File: config.mk
export PLATFORM = sky130hd
export DESIGN_NAME = gps_clk_monitor
export DESIGN_NICKNAME = d
export VERILOG_FILES = /design/src/rtl/gps_clk_monitor.sv
export SDC_FILE = /design/constraint.sdc
export NUM_CORES = 1
export LEC_CHECK = 0
export CAP_MARGIN = 20
export CORE_ASPECT_RATIO = 2
export CORE_UTILIZATION = 55
export CTS_CLUSTER_DIAMETER = 30
export CTS_CLUSTER_SIZE = 40
export DETAILED_ROUTE_END_ITERATION = 7
export GPL_TIMING_DRIVEN = 0
export HOLD_SLACK_MARGIN = 0.02
export PLACE_DENSITY = 0.88
export SETUP_SLACK_MARGIN = 0.2
export SYNTH_ARGS = -nofsm -noshare
export SYNTH_HDL_FRONTEND = slang
export SYNTH_SLANG_ARGS = --single-unit
File: constraint.sdc
create_clock -name clk -period 2.8 [get_ports clk]
set_input_delay 0.42 -clock clk [delete_from_list [all_inputs] [get_ports clk]]
set_output_delay 0.42 -clock clk [all_outputs]
set_load 0.02 [all_outputs]
File: src/rtl/gps_clk_monitor.sv
// Consumer-side checker for a generated clock/reset pair: measures the monitored
// clock period in reference cycles, declares lock, and flags bad periods and dead clocks.
module gps_clk_monitor #(
   parameter int CNT_W      = 16,
   parameter int EXP_PERIOD = 100,
   parameter int TOL        = 2,
   parameter int LOCK_COUNT = 4,
   parameter int TIMEOUT    = 200
) (
   input  logic             clk,
   input  logic             rst,
   input  logic             mon_clk,
   input  logic             mon_rst,
   input  logic             fault_clr,
   output logic [CNT_W-1:0] period,
   output logic             period_valid,
   output logic             locked,
   output logic             fault,
   output logic [7:0]       fault_cnt
);

   localparam int               GW       = $clog2(LOCK_COUNT + 1);
   localparam logic [CNT_W-1:0] LO_LIM   = CNT_W'(EXP_PERIOD - TOL);
   localparam logic [CNT_W-1:0] HI_LIM   = CNT_W'(EXP_PERIOD + TOL);
   localparam logic [CNT_W-1:0] TO_VAL   = CNT_W'(TIMEOUT);
   localparam logic [GW-1:0]    LOCK_VAL = GW'(LOCK_COUNT);
   localparam logic [GW-1:0]    LOCK_M1  = GW'(LOCK_COUNT - 1);

   typedef enum logic [1:0] {IDLE, SYNC, MEAS, LOCKED} state_t;

   state_t           state;
   logic             mclk_s1, mclk_s2, mclk_s3;
   logic             mrst_s1, mrst_s2;
   logic             rise;
   logic [CNT_W-1:0] cnt;
   logic [GW-1:0]    good_cnt;
   logic             measuring;
   logic             in_tol;
   logic             bad_evt;
   logic             timeout_evt;
   logic             fault_evt;

   always_ff @(posedge clk or posedge rst) begin
      if (rst) begin
         mclk_s1 <= 1'b0;
         mclk_s2 <= 1'b0;
         mclk_s3 <= 1'b0;
         mrst_s1 <= 1'b0;
         mrst_s2 <= 1'b0;
      end else begin
         mclk_s1 <= mon_clk;
         mclk_s2 <= mclk_s1;
         mclk_s3 <= mclk_s2;
         mrst_s1 <= mon_rst;
         mrst_s2 <= mrst_s1;
      end
   end

   assign rise = mclk_s2 & ~mclk_s3;

   // Restarting at 1 makes cnt equal the rise-to-rise distance when the next rise arrives.
   always_ff @(posedge clk or posedge rst) begin
      if (rst) begin
         cnt <= '0;
      end else if (rise) begin
         cnt <= CNT_W'(1);
      end else if (cnt != '1) begin
         cnt <= cnt + CNT_W'(1);
      end
   end

   assign measuring   = (state == MEAS) || (state == LOCKED);
   assign in_tol      = (cnt >= LO_LIM) && (cnt <= HI_LIM);
   assign bad_evt     = ~mrst_s2 & measuring & rise & ~in_tol;
   assign timeout_evt = ~mrst_s2 & measuring & ~rise & (cnt == TO_VAL);
   assign fault_evt   = bad_evt | timeout_evt;

   always_ff @(posedge clk or posedge rst) begin
      if (rst) begin
         state        <= IDLE;
         period       <= '0;
         period_valid <= 1'b0;
         locked       <= 1'b0;
         good_cnt     <= '0;
      end else begin
         period_valid <= 1'b0;
         if (mrst_s2) begin
            state    <= IDLE;
            locked   <= 1'b0;
            good_cnt <= '0;
         end else begin
            case (state)
               IDLE: state <= SYNC;
               SYNC: if (rise) state <= MEAS;
               MEAS, LOCKED: begin
                  if (rise) begin
                     period       <= cnt;
                     period_valid <= 1'b1;
                     if (in_tol) begin
                        if (good_cnt >= LOCK_M1) begin
                           good_cnt <= LOCK_VAL;
                           state    <= LOCKED;
                           locked   <= 1'b1;
                        end else begin
                           good_cnt <= good_cnt + GW'(1);
                        end
                     end else begin
                        good_cnt <= '0;
                        locked   <= 1'b0;
                        state    <= MEAS;
                     end
                  end else if (cnt == TO_VAL) begin
                     // Dropping back to SYNC disarms the timeout, so a dead clock reports once.
                     good_cnt <= '0;
                     locked   <= 1'b0;
                     state    <= SYNC;
                  end
               end
               default: state <= IDLE;
            endcase
         end
      end
   end

   // A fault event takes priority over a simultaneous clear request.
   always_ff @(posedge clk or posedge rst) begin
      if (rst) begin
         fault     <= 1'b0;
         fault_cnt <= 8'd0;
      end else if (fault_evt) begin
         fault <= 1'b1;
         if (fault_cnt != 8'hFF) begin
            fault_cnt <= fault_cnt + 8'd1;
         end
      end else if (fault_clr) begin
         fault <= 1'b0;
      end
   end

endmodule

==> impl_metrics.csv <==
group,metric,value,unit
critical_path,criticalPathCategory,"flip-flop to flip-flop",
timing,tightest_slew,837,ps
synth,synth_cells,225,
critical_path,max_stage_delay,530,ps
power,power_frac_comb,17.1,%
timing,slew_violations,0,
synth,syn-num-nets,236,
synth,async_flop_share,100,%
power,seqPwrFrac,52.1,%
power,pwr-share-clk,30.8,%
grt,antenna_found_initial,0,
floorplan,dieArea,4830,sq um
power,peakVddDrop,0.461,mV
place,gp_congestion,0.910,
power,leakage,1.37,nW
critical_path,arrival,2730,ps
synth,synthDistinctLibCells,41,
timing,setup_viol,0,
grt,overflow,0,
timing,maxSlewHeadroom,44.0,%
power,power.internal,0.00126,W
place,place_hpwl,3700,microns
cts,cts_buffers,5,
cts,cts_hold_buf,0,
timing,fmax,395,MHz
routing,wire_per_inst,15.8,microns
floorplan,io_pins,32,
critical_path,worst_setup_path_end_kind,"flip-flop",
critical_path,crit_chain,"inv_2 > ha_1 > nand4_1 > or4b_4 > buf_6 > or4_4 > buf_8 > a21oi_4 > mux2_4",
synth,synth-seq-cells,53,
timing,rsz0062_at_grt,"false",
final_layout,fin_nets,280,
final_layout,area_growth,23.2,%
cts,cts-root-buf,"clkbuf_8",
routing,routed_wl,5110,microns
grt,grt_pass1_vias,1933,
cts,clk_latency,300,ps
critical_path,start_kind,"flip-flop",
cts,cts_sinks,53,
timing,finalHoldViolations,0,
critical_path,cp-startpoint,"cnt[0]",
floorplan,initial_utilization,57.5,%
hold_path,hold_path_startpoint,"mrst_s1",
final_layout,fill_cells,323,
synth,ys_warn_count,0,
run_status,outcome,"finished, final reports clean",
timing,timing.final.ws_setup,268,ps
timing,tns,0,ps
grt,grt_usage,22.7,%
cts,clk_path_buf_depth,2,
routing,drc,0,
job,maxCapViolCount,0,
timing,post-route-min-period,2530,ps
final_layout,drive_above_1_share,16.3,%
routing,vias,1903,
critical_path,critPathMaxFanout,7,
floorplan,die-width,49.6,microns
critical_path,crit_required,3000,ps
routing,dr.pass1.iters,4,
cts,h-tree-depth,2,
power,p_per_area,558,nW/um^2
synth,syn_area,2490,sq um
grt,grt_max_degree,36,
cts,cts_tree,"built",
critical_path,r2r-start,"cnt[0]",
floorplan,std_cell_rows,34,
power,p_switching,0.000455,W
synth,synth_flop_cell,"dfrtp_1",
final_layout,antenna_cells,0,
synth,synth-seq-area-share,53.2,%
timing,fin_skew,6.25,ps
routing,vias_per_cell,5.87,
place,place_ws,176,ps
synth,syn_avg_cell_area,11.1,sq um
floorplan,core-area,4340,sq um
synth,synth_edf_count,0,
place,port_buffers,31,
floorplan,die_h,97.3,microns
routing,ant_nets,0,
hold_path,hold_class,"flip-flop to flip-flop",
power,switching_share,26.5,%
cts,clk_pin_slew,90,ps
critical_path,crit_slowest_cell,"or4b_4",
timing,min_period_over_period,90.4,%
routing,drt-initial-drc-count,64,
grt,grt_pass1_wl,8450,microns
==> state kept, by name, summed over array words and instances, names as in the netlist <==
| signal | count |
|---|---|
| fault | 1 |
| mclk_s3 | 1 |
| mclk_s2 | 1 |
| cnt | 16 |
| mclk_s1 | 1 |
| locked | 1 |
| period_valid | 1 |
| mrst_s2 | 1 |
| state | 2 |
| fault_cnt | 8 |
| mrst_s1 | 1 |
| period | 16 |
| good_cnt | 3 |
==> worst max-delay path, delay by kind of cell (launching register included) <==
kind            cells  cell delay, ps
simple gates        3            1040
fa+ha+maj           1             140
compound gates      1             150
buf+inv             3             390
mux                 1             310
flops               1             400
==> metal layers <==
metal / vias to the layer above / track usage, % / routed length [microns]
li1: 885 / - / -
met1: 960 / 23.3 / 1880
met2: 46 / 41.3 / 2920
met3: 12 / 3.76 / 143
met4: 0 / 13.2 / 165
met5: - / 0 / 0
==> cells in the mapped netlist, types with 3 or more instances <==
library cell	number	share of area, %
o21ai_0	3	0.60
nand3_1	7	1.4
nor2_1	19	2.9
inv_1	8	1.2
nand2_1	21	3.2
nor2b_1	3	0.75
clkbuf_1	6	0.90
a211oi_2	4	2.0
mux2_2	16	7.2
nand2b_1	3	0.75
a211oi_1	7	2.1
a21oi_1	10	2.0
or3_1	3	0.75
nor3_1	4	0.80
ha_1	6	3.0
xor2_1	8	2.8
dfrtp_1	53	53
xnor2_1	10	3.5
o31ai_1	3	0.90
==> cell usage in the layout, fill, tap and decap left out, types with 2 or more instances in the layout <==
cell type	netlist	layout
nand4_1	2	2
buf_4	0	5
a21oi_1	10	10
or3_1	3	3
nor2_1	19	19
o31ai_1	3	3
clkbuf_1	6	7
mux2_2	16	16
inv_1	8	5
and4_1	2	2
clkbuf_8	0	6
nor4_1	2	2
nand3_1	7	7
ha_1	6	6
dfrtp_1	53	52
a211oi_1	7	7
o21ai_0	3	3
nand4b_1	2	2
nor2b_1	3	3
xor2_1	8	8
or4_1	2	2
xnor2_1	10	10
clkdlybuf4s50_1	0	31
a211oi_2	4	4
nand2_1	21	21
nor3_1	4	4
nor4bb_1	2	2
a31oi_1	2	2
nand2b_1	3	3
a211o_1	2	2
inv_2	0	3
and3_1	2	2
==> kinds of logic (layout without fill, tap and decap cells) <==
| family | after synthesis | count (layout) | share of synthesized area [%] |
|---|---|---|---|
| DFF | 53 | 53 | 53.2 |
| and+or+nand+nor | 78 | 78 | 16.1 |
| xor gates and xnor gates | 18 | 18 | 6.32 |
| AOI/OAI and AO/OA | 36 | 36 | 10.5 |
| adders and majority gates | 6 | 6 | 3.01 |
| muxes | 18 | 18 | 8.07 |
| buffers and inverters | 16 | 61 | 2.76 |
==> cell type report <==
type	count	area (sq um)	area share, %
Sequential cell	53	1330	43.2
Clock inverter	1	30.0	0.977
Tap cell	54	67.6	2.20
Clock buffer	7	86.3	2.81
Timing Repair Buffer	37	368	12.0
Inverter	8	30.0	0.977
Buffer	8	48.8	1.59
Multi-Input combinational cell	156	1110	36.3
==> final timing paths <==
path,slack [ps],end,depth (start not counted)
worst min-delay path,360,mrst_s2,0
min in group asynchronous,450,fault_cnt[0],2
worst max-delay path,270,fault_cnt[1],9
worst max register to register,270,fault_cnt[1],9
max in group asynchronous,1830,cnt[12],3
worst min register to register,360,mrst_s2,0
==> power groups by stage <==
| stage | clock network, W | logic, W | registers, W |
|---|---|---|---|
| after CTS | 0.000541 | 0.000282 | 0.000888 |
| final | 0.000528 | 0.000294 | 0.000893 |
| after global routing | 0.000559 | 0.000320 | 0.000900 |
| after detailed placement | 0 | 0.000258 | 0.000913 |
| after floorplan | 0 | 0.000129 | 0.000925 |
| after global placement | 0 | 0.000246 | 0.000909 |
==> metrics by stage <==
stage                     util, %  cells  hold WS (ps)  total power [W]  cell area, sq um
after CTS                    69.7    321           361          0.00171              3030
after global routing         70.8    324           364          0.00178              3070
final                        70.8    324           359          0.00171              3070
after floorplan                 -    225           331          0.00105              2490
after global placement       66.2    310           338          0.00115              2870
after detailed placement     66.7    311           340          0.00117              2890
==> timing repair <==
item | 4_1_cts | 5_1_grt
resized for setup | 1 | 8
hold endpoints to repair | 0 | 0
endpoints found under the setup margin | 1 | 1
pin swaps | 0 | 2
buffers inserted | 2 | 3
Note: power is estimated with default switching activity, not from simulation.
